File: src/rtl/instr_sequencer.sv
// Fetch/execute sequencer: owns PC and IR, resolves jumps, gates write-back strobes.
// Optional breakpoint support via `define INSTR_SEQ_BREAKPOINT_EN (adds BrkEn/BrkAddr).
module instr_sequencer #(
  parameter logic [7:0] PC_RESET = 8'h00,
  parameter logic [4:0] HALT_OP  = 5'b11111
) (
  input  logic        Clk,
  input  logic        Rst_n,
  input  logic        Run,
  input  logic        Step,
  output logic [7:0]  InstrAddr,
  input  logic [15:0] InstrData,
  output logic [15:0] IR,
  input  logic        JMP,
  input  logic [7:0]  JmpAddress,
  input  logic        WR,
  input  logic        FlagWR,
  input  logic        TakeJump,
`ifdef INSTR_SEQ_BREAKPOINT_EN
  input  logic        BrkEn,
  input  logic [7:0]  BrkAddr,
`endif
  output logic        RegWE,
  output logic        FlagWE,
  output logic [2:0]  State,
  output logic        Halted
);

  typedef enum logic [2:0] {
    S_IDLE  = 3'd0,
    S_FETCH = 3'd1,
    S_LOAD  = 3'd2,
    S_EXEC  = 3'd3,
    S_WB    = 3'd4,
    S_HALT  = 3'd5
  } state_t;

  state_t      state_q, state_d;
  logic [7:0]  pc_q, pc_d;
  logic [7:0]  addr_q, addr_d;
  logic [15:0] ir_q, ir_d;
  logic        step_q;
  logic        step_edge;
  logic [7:0]  pc_next;
  logic        brk_hit;

  assign step_edge = Step & ~step_q;
  assign pc_next   = (JMP && TakeJump) ? JmpAddress : pc_q + 8'd1;

`ifdef INSTR_SEQ_BREAKPOINT_EN
  assign brk_hit = BrkEn && (pc_next == BrkAddr);
`else
  assign brk_hit = 1'b0;
`endif

  // The ROM address is a separate register so it only moves on entry to FETCH,
  // even though PC itself advances at the end of WB.
  always_comb begin
    state_d = state_q;
    pc_d    = pc_q;
    addr_d  = addr_q;
    ir_d    = ir_q;
    RegWE   = 1'b0;
    FlagWE  = 1'b0;
    unique case (state_q)
      S_IDLE: begin
        if (Run || step_edge) begin
          state_d = S_FETCH;
          addr_d  = pc_q;
        end
      end
      S_FETCH: state_d = S_LOAD;
      S_LOAD: begin
        ir_d    = InstrData;
        state_d = S_EXEC;
      end
      S_EXEC: state_d = (ir_q[15:11] == HALT_OP) ? S_HALT : S_WB;
      S_WB: begin
        RegWE  = WR;
        FlagWE = FlagWR;
        pc_d   = pc_next;
        if (Run && !brk_hit) begin
          state_d = S_FETCH;
          addr_d  = pc_next;
        end else begin
          state_d = S_IDLE;
        end
      end
      S_HALT: state_d = S_HALT;
      default: state_d = S_IDLE;
    endcase
  end

  always_ff @(posedge Clk or negedge Rst_n) begin
    if (!Rst_n) begin
      state_q <= S_IDLE;
      pc_q    <= PC_RESET;
      addr_q  <= PC_RESET;
      ir_q    <= '0;
      step_q  <= 1'b0;
    end else begin
      state_q <= state_d;
      pc_q    <= pc_d;
      addr_q  <= addr_d;
      ir_q    <= ir_d;
      step_q  <= Step;
    end
  end

  assign InstrAddr = addr_q;
  assign IR        = ir_q;
  assign State     = state_q;
  assign Halted    = (state_q == S_HALT);

endmodule

File: config.mk
export PLATFORM = sky130hd
export DESIGN_NAME = instr_sequencer
export DESIGN_NICKNAME = d
export VERILOG_FILES = /design/src/rtl/instr_sequencer.sv
export SDC_FILE = /design/constraint.sdc
export NUM_CORES = 1
export LEC_CHECK = 0
export ABC_AREA = 1
export CORE_ASPECT_RATIO = 0.75
export CORE_UTILIZATION = 45
export CTS_BUF_LIST = sky130_fd_sc_hd__clkbuf_4
export DETAILED_ROUTE_END_ITERATION = 16
export DONT_BUFFER_PORTS = 1
export PLACE_DENSITY = 0.68
export SLEW_MARGIN = 20
export SYNTH_ARGS = -nofsm -noshare
export SYNTH_HDL_FRONTEND = slang
export SYNTH_SLANG_ARGS = --single-unit
File: constraint.sdc
create_clock -name Clk -period 2.22 [get_ports Clk]
set_input_delay 0 -clock Clk [delete_from_list [all_inputs] [get_ports Clk]]
set_output_delay 0 -clock Clk [all_outputs]
set_load 0.005 [all_outputs]
Yosys cells after proc, flatten, opt, wreduce, memory -nomap -nowiden
Cells that the tools add are included.
{"block": "word_totals", "ff_bits": 36, "input_bits": 32, "out_inout_bits": 30, "wordCells": 31}
{"block": "classes", "addsub": 1, "n_eq_ne": 8, "n_mux": 10, "bitwise": 2, "n_reduce_logical": 5}
{"cell": "8-bit two-way mux", "count": 3}
{"cell": "3-bit one-hot mux with 6 select lines", "count": 1}
{"cell": "8-bit one-hot mux with 2 select lines", "count": 1}
{"cell": "8-bit by 1-bit adder with 8-bit output, second input constant", "count": 1}
{"cell": "3-bit by 2-bit equality test with 1-bit output, second input constant", "count": 2}
{"cell": "3-bit equality test, second input constant", "count": 2}
{"cell": "5-bit equality test, second input constant", "count": 1}
{"cell": "1-bit two-way mux", "count": 4}
{"cell": "2-bit != test, second input constant", "count": 2}
{"cell": "3-bit by 1-bit equality test with 1-bit output, second input constant", "count": 1}
{"cell": "3-bit logical NOT", "count": 1}
{"cell": "3-bit two-way mux", "count": 1}
{"cell": "3-bit AND reduction", "count": 1}
{"cell": "2-bit nonzero test", "count": 1}
{"cell": "1-bit bitwise AND", "count": 1}
{"cell": "1-bit logical AND", "count": 1}
{"cell": "1-bit logical OR", "count": 1}
{"cell": "1-bit NOT", "count": 1}

Longest topological paths before layout
Gate-level depths: netlist of run 1.
{"block": "logic_depth", "depth_word": 5, "ltp_mapped": 9}

Worst setup path before layout of run 1
No wires, ideal clock.
{"block": "synth_path", "kind": "reg-to-reg", "start": "reg pc_q[0]", "end": "reg addr_q[4], in the netlist InstrAddr[4]", "setup_time_ns": 0.126, "arrival_ns": 1.157, "required_time_ns": 2.094, "path_slack_ns": 0.937, "stages_incl_launch_ff": 7, "path_buffers": 0, "synth_period_minus_slack_ns": 1.283, "cell_sequence": "dfrtp_1 > ha_1 > nand3_1 > a21oi_1 > or2_2 > nand2_1 > o21ai_0"}
{"block": "synth_via", "elab_chain_len": 4}
{"item": "from (decl)", "line": "39", "source": "logic [7:0] pc_q, pc_d;"}
{"item": "from (signal assigned)", "line": "103", "source": "pc_q <= pc_d;"}
{"item": "8-bit by 1-bit adder with 8-bit output", "line": "48", "source": "assign pc_next = (JMP && TakeJump) ? JmpAddress : pc_q + 8'd1;"}
{"item": "8-bit two-way mux", "line": "48"}
{"item": "8-bit two-way mux", "line": "82", "source": "if (Run && !brk_hit) begin"}
{"item": "8-bit one-hot mux with 2 select lines", "line": "65", "source": "unique case (state_q)"}
{"item": "to (signal assigned)", "line": "104", "source": "addr_q <= addr_d;"}
{"item": "to (decl)", "line": "40", "source": "logic [7:0] addr_q, addr_d;"}
Every way passes these cells. The select of a mux whose other input is x is not followed.
A chain may end at the register's enable or synchronous reset.

Worst setup path after layout of run 1
{"block": "layout_path", "start": "reg state_q[2], in the netlist State[2]", "end": "reg addr_q[6], in the netlist InstrAddr[6]"}
{"block": "layout_via", "elab_chain_len": 3, "word_cells_on_any_way": 7, "cone_classes": "eq/ne (3); mux (1); reduce/logical (3)"}
{"item": "from (decl)", "line": "38", "source": "state_t state_q, state_d;"}
{"item": "from (signal assigned)", "line": "102", "source": "state_q <= state_d;"}
{"item": "3-bit equality test / 3-bit logical NOT (equally long branches)", "line": "65"}
{"item": "2-bit != test (no source line) / 2-bit nonzero test (equally long branches)"}
{"item": "3-bit AND reduction (no source line)"}
Several ways; a longest one is shown, not always the timed one.

==> results of run 1 <==
==> worst max path at each step <==
stage                         startpoint                        to  slack [ns]  cells past startpoint
floorplan            pc_q[0]$_DFFE_PN0N_  InstrAddr[4]$_DFFE_PN0P_        0.94                      6
global placement    State[2]$_DFFE_PN0P_  InstrAddr[7]$_DFFE_PN0P_        0.77                      6
CTS                 State[2]$_DFFE_PN0P_  InstrAddr[6]$_DFFE_PN0P_        0.65                      6
global route        State[0]$_DFFE_PN0P_  InstrAddr[6]$_DFFE_PN0P_        0.49                      6
detailed placement  State[2]$_DFFE_PN0P_  InstrAddr[5]$_DFFE_PN0P_        0.66                      6
finish              State[2]$_DFFE_PN0P_  InstrAddr[6]$_DFFE_PN0P_        0.65                      6
==> through the flow <==
step	power [uW]	cell area, um2
final	2640	2050
after global routing	2860	2050
after CTS	2670	2050
after detailed placement	2280	1710
after global placement	2210	1710
after floorplan	2070	1680
==> area by class of cell <==
class / instances / area, um2
Inverter: 19 / 71.3
Multi-Input combinational cell: 117 / 671
Sequential cell: 36 / 901
Clock buffer: 5 / 37.5
Tap cell: 50 / 62.6
Timing Repair Buffer: 28 / 290
Fill cell: 322 / 1380
Clock inverter: 3 / 13.8
==> state kept, by name, summed over array words and instances, names as in the netlist <==
signal	count
State	3
pc_q	8
step_q	1
InstrAddr	8
IR	16
==> Yosys cell counts <==
master,number
a21oi_1,4
a21oi_2,2
buf_2,2
buf_6,2
dfrtp_1,36
ha_1,1
inv_1,18
inv_2,1
mux2_2,9
mux2_4,6
nand2_1,47
nand2_2,1
nand2_4,1
nand3_1,8
nand3b_1,1
nand4_1,1
nor2_1,16
nor2_2,1
nor2_4,1
nor3_1,1
o2111ai_1,1
o21a_1,2
o21ai_0,8
o21ai_1,3
o21bai_1,1
o22ai_1,1
or2_2,1
==> cell families after synthesis <==
group                    count (synthesis)  synth area share
AND/OR/NAND/NOR                         79             0.201
flip-flops                              36             0.538
buffers and inverters                   23            0.0620
AO/OA/AOI/OAI                           22            0.0777
multiplexers                            15             0.114
adder cells (fa/ha/maj)                  1           0.00747
==> where the power goes <==
group | switching [uW] | internal, uW
Sequential | 297 | 983
Clock | 212 | 116
Combinational | 553 | 479
==> worst max-delay path, cell delays in order (launching register included) <==
cell and delay, ns:
dfrtp_1 0.44, inv_1 0.18, o2111ai_1 0.17, nand2_1 0.33
inv_1 0.17, nand2_1 0.10, nand2_1 0.06
==> layer usage <==
layer  vias up  routed length (um)  track usage
li1        626                   -            -
met1       632                1550        0.208
met2        58                1740        0.336
met3         8                 292       0.0792
met4         0                  60       0.0948
met5         -                   0            0
==> summary.log, run 1 <==
qor: route.antenna_violating_nets_post_route 0
qor: layout.n_antenna_cell 0
qor: sta.setup-violations-final 0
qor: synthesis.post_synth_num_cell_types 27
qor: sta.post_route_minimum_period 1.57 ns
qor: route.wl_per_cell 14.1 um
qor: grt.grt_pass1_wl 5570 um
qor: layout.final_cell_count_no_fill 258
qor: setup_path.reg2reg_slack 0.65 ns
qor: synthesis.yosysWarnings 0
qor: route.wirelength 3630 um
qor: setup_path.reg2reg_to InstrAddr[6]$_DFFE_PN0P_
qor: sta.fin_setup_tns 0 ns
qor: sta.finalCritPeriodShare 0.707
qor: sta.setup_slack 0.649 ns
qor: worst_hold_path.number_of_cells_on_the_worst_hold_path 3
qor: clock_tree.cts_buffers 5
qor: grt.antenna_found_initial 0
qor: floorplan.core-area 3420 um2
qor: synthesis.postSynthAreaPerCell 9.52 um2
qor: synthesis.nets_in_the_synthesized_netlist 209
qor: floorplan.initial_core_util 0.489
qor: floorplan.die_h 54.8 um
qor: run_status.outcome finished, final reports clean
qor: place.routabilityCongestion 0.833
qor: grt.total_global_routing_overflow 0
qor: floorplan.floorplan.io_pins 62
qor: grt.grt_pass1_vias 1,272
qor: place.dp_hpwl 2490 um
qor: route.drt_iter0_markers 83
qor: synthesis.synthesized_netlist_cell_count 176
qor: worst_hold_path.min_path_type in2reg
qor: worst_hold_path.hold_path_end State[0]$_DFFE_PN0P_
qor: setup_path.cp.required 2.44 ns
qor: synthesis.synth_top_cell_by_area dfrtp_1
qor: clock_tree.clock-sinks 36
qor: sta.finalHoldWorstSlack 0.0232 ns
qor: layout.mostFrequentLayoutCells nand2_1, dfrtp_1, dlygate4sd3_1
qor: setup_path.critPathArrivalTime 1.79 ns
qor: layout.fin_util 0.598
qor: setup_path.worstSetupStartpointType flop
qor: clock_tree.postCtsSetupRepairBufs 0
qor: clock_tree.tritoncts yes
qor: sta.finalMaxSlewViolations 0
qor: floorplan.num_rows 18
qor: layout.layout.cells.most_common nand2_1
qor: clock_tree.cts.root.buffer_cell clkbuf_4
qor: clock_tree.cts_resized 0
qor: setup_path.r2r-start State[2]$_DFFE_PN0P_
qor: route.first_pass_iters 4
qor: clock_tree.clkLatencyLatePin 0.33 ns
qor: route.drc_errors 0
qor: place.place_inst 222
qor: layout.syn_to_final_growth 22.2%
qor: pwr.vdd_drop_max 0.645 mV
qor: sta.clock_skew 0.00886 ns
qor: setup_path.crit_path_end_kind flop
qor: worst_hold_path.hold_path_startpoint Run
qor: floorplan.die_width 72.5 um
qor: route.vias_per_cell 5.13
qor: route.route.vias.total 1,324
qor: setup_path.worst-setup-path-type reg2reg
qor: place.post-place-ws 0.660 ns
qor: place.place.port_buffers 0
qor: synthesis.yosysTopAreaCellShare 0.538
qor: floorplan.die_area 3970 um2
qor: clock_tree.cts.clk_slew.worst_paths 0.11 ns
qor: sta.fmax 637 MHz
qor: clock_tree.cts.htree.levels 2
qor: sta.worstMarginPinSlew 0.464 ns
qor: sta.setup_repair_after_global_routing_missed_its_margin false
qor: synthesis.netlist_top_cells_area dfrtp_1, nand2_1, mux2_2
qor: pwr.power_leakage 0.000996 uW
qor: grt.track_usage 0.193
qor: clock_tree.hold_buffers 28
qor: synthesis.synthesis.area 1680 um2
qor: layout.layout-drive-gt1-share 0.149
qor: clock_tree.ctsLongestPathBuffers 2
qor: grt.grt_max_degree 37
qor: synthesis.ys_seq_elements 36
qor: setup_path.timing.reg2reg.worst_path_depth 6
qor: pwr.power_density 1290 nW/um2
qor: synthesis.portion_of_the_post_synthesis_area_used_by_sequential_elements 0.538
qor: sta.report.final.hold_viol_count 0
qor: setup_path.cp_max_fo 12
qor: layout.finalNetCount 240
qor: sta.slew_headroom 0.690
qor: run.maxCapViolCount 0
Note: power is estimated with default switching activity, not from simulation.
==> run 2: changes to the inputs <==
- PLACE_DENSITY: 0.68 -> 0.7
- clock period: 2.22 -> 1.43 ns (I/O delays scaled with it)
==> run 2 against run 1 <==
  * Non-clock buffer count grew 5
  * Die area is the same
  * Register-to-register slack lost 0.61 ns
  * Via count grew 4.2%
  * Flip-flop and latch count is the same
  * Critical path depth grew 1
  * Count of clock-buffer cells in the layout is the same
  * Worst hold slack gained 0.025 ns
  * Largest power group unchanged
  * Highest routed layer unchanged
==> summary.log, run 2 (same netlist as run 1, synthesis figures left out) <==
qor: worst_hold_path.min_path_type in2reg
qor: grt.grt_pass1_vias 1,233 [-3.1%]
qor: layout.number_of_flip_flops_under_the_largest_register_name 16 [unchanged]
qor: layout.fin_util 0.626 [+0.0285]
qor: pwr.power_density 2110 nW/um2 [+64%]
qor: sta.fmax 720 MHz [+13%]
qor: floorplan.die_area 3970 um2 [unchanged]
qor: place.place_inst 225 [+1.4%]
qor: layout.layout.cells.most_common nand2_1
qor: grt.total_global_routing_overflow 0 [unchanged]
qor: place.place.port_buffers 0 [unchanged]
qor: place.placed_area 1730 um2 [+1.3%]
qor: setup_path.worst-setup-path-type reg2reg
qor: layout.layout-drive-gt1-share 0.197 [+0.0481]
qor: clock_tree.cts.clk_slew.worst_paths 0.10 ns [about the same]
qor: setup_path.timing.critical_path.cells nor2_4 -> nand2_4 -> inv_1 -> o21ai_0 -> nand2_1 -> nand2_1 -> o21ai_1
qor: route.wirelength 3920 um [+7.8%]
qor: layout.final_design_area_no_fill 2140 um2 [+4.8%]
qor: layout.finalNetCount 245 [+2.1%]
qor: layout.layout.area.seq 901 um2 [unchanged]
qor: setup_path.cpPeakStageDelay 0.43 ns [about the same]
qor: setup_path.worst_path_most_repeated_cell nand2_1
qor: sta.post_route_minimum_period 1.39 ns [-0.181 ns]
qor: floorplan.core-area 3420 um2 [unchanged]
qor: clock_tree.clock-sinks 36 [unchanged]
qor: sta.clock_skew 0.00643 ns [-0.00243 ns]
qor: sta.worstMarginPinSlew 0.451 ns [-0.0131 ns]
qor: clock_tree.clkLatencyLatePin 0.33 ns [about the same]
qor: sta.finalCritPeriodShare 0.972 [+0.264]
qor: layout.syn_to_final_growth 28.0%
qor: route.drt_iter0_markers 138 [+66%]
qor: floorplan.initial_core_util 0.489 [unchanged]
qor: layout.final_cell_count_no_fill 263 [+1.9%]
qor: route.vias_per_cell 5.24 [+2.2%]
qor: route.antenna_violating_nets_post_route 0 [unchanged]
qor: route.wl_per_cell 14.9 um [+5.8%]
qor: sta.report.final.hold_viol_count 0 [unchanged]
qor: route.route.vias.total 1,379 [+4.2%]
qor: floorplan.die_width 72.5 um [unchanged]
qor: clock_tree.cts.htree.levels 2 [unchanged]
qor: route.first_pass_iters 4 [unchanged]
qor: sta.slew_headroom 0.699 [+0.00879]
qor: setup_path.critical-path-slowest-cell dfrtp_1
qor: setup_path.cp.required 1.69 ns [-0.75 ns]
qor: run_status.outcome finished, final reports clean
qor: layout.layout.filler_cells 284 [-12%]
qor: setup_path.worstSetupStartpointType flop
qor: layout.n_antenna_cell 0 [unchanged]
qor: clock_tree.cts.root.buffer_cell clkbuf_4
qor: pwr.report.power.total 4530 uW [+72%]
qor: clock_tree.tritoncts yes
qor: grt.track_usage 0.207 [+0.0148]
qor: pwr.vdd_drop_max 0.977 mV [+52%]
qor: sta.finalMaxSlewViolations 0 [unchanged]
qor: setup_path.critPathArrivalTime 1.65 ns [-0.14 ns]
qor: floorplan.num_rows 18 [unchanged]
qor: setup_path.crit_path_end_kind flop
qor: sta.fin_setup_tns 0 ns [unchanged]
qor: clock_tree.ctsLongestPathBuffers 2 [unchanged]
qor: layout.mostFrequentLayoutCells nand2_1, dfrtp_1, dlygate4sd3_1
qor: grt.antenna_found_initial 0 [unchanged]
qor: place.routabilityCongestion 0.850 [+2.0%]
qor: layout.combined_area_of_the_multi_input_logic_cells 702 um2 [+4.7%]
qor: setup_path.cp_max_fo 14 [+2]
qor: pwr.power_leakage 0.00104 uW [+4.1%]
qor: sta.setup-violations-final 0 [unchanged]
qor: route.drc_errors 0 [unchanged]
qor: run.maxCapViolCount 0 [unchanged]
qor: grt.grt_pass1_wl 5870 um [+5.4%]
qor: clock_tree.cts_buffers 5 [unchanged]
qor: floorplan.floorplan.io_pins 62 [unchanged]
qor: floorplan.die_h 54.8 um [unchanged]
qor: grt.grt_max_degree 37 [unchanged]
qor: place.dp_hpwl 2470 um [-0.68%]
## run 2: cell types whose count changed in the layout (fill, tap and decap cells not counted), sizes merged
| cell | delta |
|---|---|
| clkinvlp | +1 |
| buf | +5 |
| bufinv | +1 |
| clkinv | -2 |
## run 2: layer usage
layer | vias up | track usage | wire length [um]
li1 | 648 | - | -
met1 | 652 | 0.245 | 1610
met2 | 66 | 0.343 | 1900
met3 | 13 | 0.0810 | 315
met4 | 0 | 0.0915 | 85
met5 | - | 0 | 0
## run 2: worst max-delay path, delay by kind of cell (launching register included)
family | cells | cell delay (ns)
buffers and inverters | 1 | 0.16
and+or+nand+nor | 4 | 0.45
AOI/OAI and AO/OA | 2 | 0.27
DFF | 1 | 0.43
## run 2: power breakdown
part	total (uW)	internal, uW	leakage [uW]	switching [uW]
sequential	1980	1530	0.000428	456
combinational	1850	869	0.000568	979
clock	701	364	0.0000412	337
## run 2: final cells by class
type | count | share of cell area
clock buffers | 5 | 0.0175
clock inverters | 3 | 0.0198
inverters | 19 | 0.0333
multi-input cells | 117 | 0.327
flip-flops and latches | 36 | 0.420
well taps | 50 | 0.0292
repair buffers | 33 | 0.153
## run 2: worst paths after layout
path,startpoint,endpoint,slack (ns),depth (start not counted)
worst max-delay path,State[1]$_DFFE_PN0P_,InstrAddr[3]$_DFFE_PN0P_,0.04,7
worst min-delay path,Run,State[0]$_DFFE_PN0P_,0.05,3
worst max register to register,State[1]$_DFFE_PN0P_,InstrAddr[3]$_DFFE_PN0P_,0.04,7
worst min register to register,InstrAddr[7]$_DFFE_PN0P_,InstrAddr[7]$_DFFE_PN0P_,0.53,2
max in group asynchronous,Rst_n,IR[2]$_DFFE_PN0P_,1.14,2
min in group asynchronous,Rst_n,IR[4]$_DFFE_PN0P_,0.11,2
## run 2: through the flow
stage               hold slack [ns]  setup WS, ns
floorplan                    -0.296         0.147
global placement             -0.295        0.0455
detailed placement           -0.295       0.00686
CTS                          0.0112       0.00452
global route                 0.0264       -0.0364
finish                       0.0479        0.0405
## run 2: what timing repair did
action / in CTS / in global routing
endpoints found under the hold margin: 64 / 0
setup endpoints to repair: 1 / 13
hold buffers: 28 / 0
buffers inserted: 2 / 0
resized for setup: 0 / 10
==> run 3: changes to the inputs <==
- PLACE_DENSITY: 0.7 -> 0.68
- clock period: 1.43 -> 1.68 ns (I/O delays scaled with it)
==> run 3 against run 2 <==
  * Non-clock buffer count down 4
  * Sequential power down 14%
  * Via count down 6.3%
  * Design area down 4.0%
  * Cell count down 1.5%
  * Combinational power down 25%
  * Clock power down 35%
  * Power down 22%
  * Sequential share of layout area up 1.7 points
  * Register-to-register slack better by 0.15 ns
==> summary.log, run 3 (same netlist as run 1, synthesis figures left out) <==
qor: route.antenna_violating_nets_post_route 0 [unchanged]
qor: layout.syn_to_final_growth 22.9%
qor: layout.n_antenna_cell 0 [unchanged]
qor: clock_tree.cts.htree.levels 2 [unchanged]
qor: layout.final_design_area_no_fill 2060 um2 [-4.0%]
qor: pwr.report.power.total 3540 uW [-22%]
qor: pwr.power_density 1720 nW/um2 [-19%]
qor: floorplan.initial_core_util 0.489 [unchanged]
qor: setup_path.timing.reg2reg.worst_path_depth 7 [unchanged]
qor: sta.worstMarginPinSlew 0.461 ns [+0.0100 ns]
qor: place.routabilityCongestion 0.877 [+3.2%]
qor: pwr.power_leakage 0.00100 uW [-3.4%]
qor: layout.layout.filler_cells 308 [+8.5%]
qor: grt.total_global_routing_overflow 0 [unchanged]
qor: floorplan.die_h 54.8 um [unchanged]
qor: grt.antenna_found_initial 0 [unchanged]
qor: clock_tree.cts_buffers 5 [unchanged]
qor: place.dp_hpwl 2450 um [-0.80%]
qor: sta.fmax 672 MHz [-6.7%]
qor: grt.grt_pass1_wl 5620 um [-4.2%]
qor: route.vias_per_cell 4.99 [-4.9%]
qor: worst_hold_path.hold_path_end State[0]$_DFFE_PN0P_
qor: layout.layout-drive-gt1-share 0.153 [-0.0441]
qor: setup_path.cp_max_fo 14 [unchanged]
qor: pwr.combinationalPowerShare 0.392 [-0.016]
qor: floorplan.floorplan.io_pins 62 [unchanged]
qor: pwr.p_sw_frac 0.395 [+0.00374]
qor: sta.clock_skew 0.00782 ns [+0.00139 ns]
qor: setup_path.r2r-start State[0]$_DFFE_PN0P_
qor: sta.setup_repair_after_global_routing_missed_its_margin false
qor: sta.report.final.hold_viol_count 0 [unchanged]
qor: setup_path.cp.required 1.94 ns [+0.25 ns]
qor: place.placed_area 1710 um2 [-0.87%]
qor: clock_tree.tritoncts yes
qor: grt.grt_pass1_vias 1,295 [+5.0%]
qor: floorplan.die_area 3970 um2 [unchanged]
qor: route.route.vias.total 1,292 [-6.3%]
qor: pwr.vdd_drop_max 0.961 mV [-1.7%]
qor: sta.fin_setup_tns 0 ns [unchanged]
qor: worst_hold_path.hold_path_startpoint Step
qor: floorplan.core-area 3420 um2 [unchanged]
qor: setup_path.reg2reg_to InstrAddr[3]$_DFFE_PN0P_
qor: floorplan.die_width 72.5 um [unchanged]
qor: clock_tree.cts.clk_slew.worst_paths 0.10 ns [about the same]
qor: pwr.pwr-share-seq 0.479 [+0.042]
qor: worst_hold_path.min_path_type in2reg
qor: pwr.internal_power 2140 uW [-22%]
qor: route.drc_errors 0 [unchanged]
qor: layout.mostFrequentLayoutCells nand2_1, dfrtp_1, dlygate4sd3_1
qor: layout.layout.area.seq 901 um2 [unchanged]
qor: sta.finalMaxSlewViolations 0 [unchanged]
qor: route.wl_per_cell 13.7 um [-8.1%]
qor: setup_path.crit_path_end_kind flop
qor: clock_tree.ctsLongestPathBuffers 2 [unchanged]
qor: run_status.outcome finished, final reports clean
qor: layout.finalNetCount 241 [-1.6%]
qor: grt.grt_max_degree 37 [unchanged]
qor: layout.layout.cells.most_common nand2_1
qor: clock_tree.cts_resized 0 [unchanged]
qor: floorplan.num_rows 18 [unchanged]
qor: grt.track_usage 0.193 [-0.0142]
qor: sta.setup-violations-final 0 [unchanged]
qor: setup_path.critPathArrivalTime 1.75 ns [+0.10 ns]
qor: clock_tree.clock-sinks 36 [unchanged]
qor: clock_tree.clkLatencyLatePin 0.33 ns [about the same]
qor: pwr.pwr-share-clk 0.129 [-0.026]
qor: layout.number_of_flip_flops_under_the_largest_register_name 16 [unchanged]
qor: pwr.net-switching-power 1400 uW [-21%]
qor: sta.slew_headroom 0.692 [-0.00671]
qor: route.wirelength 3550 um [-9.5%]
qor: route.first_pass_iters 4 [unchanged]
qor: worst_hold_path.number_of_cells_on_the_worst_hold_path 3 [unchanged]
qor: place.place.port_buffers 0 [unchanged]
qor: setup_path.worstSetupStartpointType flop
qor: setup_path.reg2reg_slack 0.19 ns [+0.15 ns]
qor: layout.combined_area_of_the_multi_input_logic_cells 671 um2 [-4.5%]
qor: clock_tree.cts.root.buffer_cell clkbuf_4
qor: route.drt_iter0_markers 69 [-50%]
qor: sta.post_route_minimum_period 1.49 ns [+0.0991 ns]
qor: setup_path.worst-setup-path-type reg2reg
qor: run.maxCapViolCount 0 [unchanged]
qor: sta.finalCritPeriodShare 0.886 [-0.0856]
-- run 3: layer usage --
metal | GRT usage | share of wire | vias to the layer above
li1 | - | - | 628
met2 | 0.330 | 0.48 | 39
met1 | 0.226 | 0.44 | 620
met5 | 0 | 0 | -
met3 | 0.0700 | 0.063 | 5
met4 | 0.0784 | 0.010 | 0
-- run 3: timing repair --
item,CTS,global route
setup buffers,0,0
hold endpoints to repair,65,0
hold buffers,28,0
-- run 3: per-stage QoR --
stage,util,instances,worst slack [ns],hold WS (ns)
2_1_floorplan,-,176,0.397,-0.296
3_3_place_gp,0.500,223,0.265,-0.295
3_5_place_dp,0.500,223,0.227,-0.295
4_1_cts,0.602,259,0.195,0.0220
5_1_grt,0.602,259,0.0164,0.0320
6_report,0.602,259,0.191,0.0345
-- run 3: power by group through the flow --
stage | combinational, uW | sequential, uW | clock, uW
floorplan | 1130 | 1600 | 0
global route | 1570 | 1760 | 501
detailed placement | 1310 | 1710 | 0
CTS | 1390 | 1700 | 470
finish | 1390 | 1700 | 458
global placement | 1250 | 1700 | 0
-- run 3: worst max path at each step --
stage,endpoint,cells past startpoint,start
2_1_floorplan,InstrAddr[4]$_DFFE_PN0P_,6,pc_q[0]$_DFFE_PN0N_
3_3_place_gp,InstrAddr[3]$_DFFE_PN0P_,7,State[0]$_DFFE_PN0P_
3_5_place_dp,InstrAddr[3]$_DFFE_PN0P_,7,State[0]$_DFFE_PN0P_
4_1_cts,InstrAddr[3]$_DFFE_PN0P_,7,State[0]$_DFFE_PN0P_
5_1_grt,InstrAddr[3]$_DFFE_PN0P_,7,State[1]$_DFFE_PN0P_
6_report,InstrAddr[3]$_DFFE_PN0P_,7,State[0]$_DFFE_PN0P_
-- run 3: critical path: stages (launching register included) --
cell and delay (ns):
dfrtp_1 0.48, nor2_2 0.18, nand2_2 0.20, inv_1 0.18
o21ai_0 0.12, nand2_1 0.07, nand2_1 0.06, o21ai_1 0.12
-- run 3: final cells by class --
cell class / count / area share
Sequential cell: 36 / 0.437
Multi-Input combinational cell: 117 / 0.326
Timing Repair Buffer: 29 / 0.145
Inverter: 19 / 0.0346
Tap cell: 50 / 0.0304
Clock buffer: 7 / 0.0255
Clock inverter: 1 / 0.00182
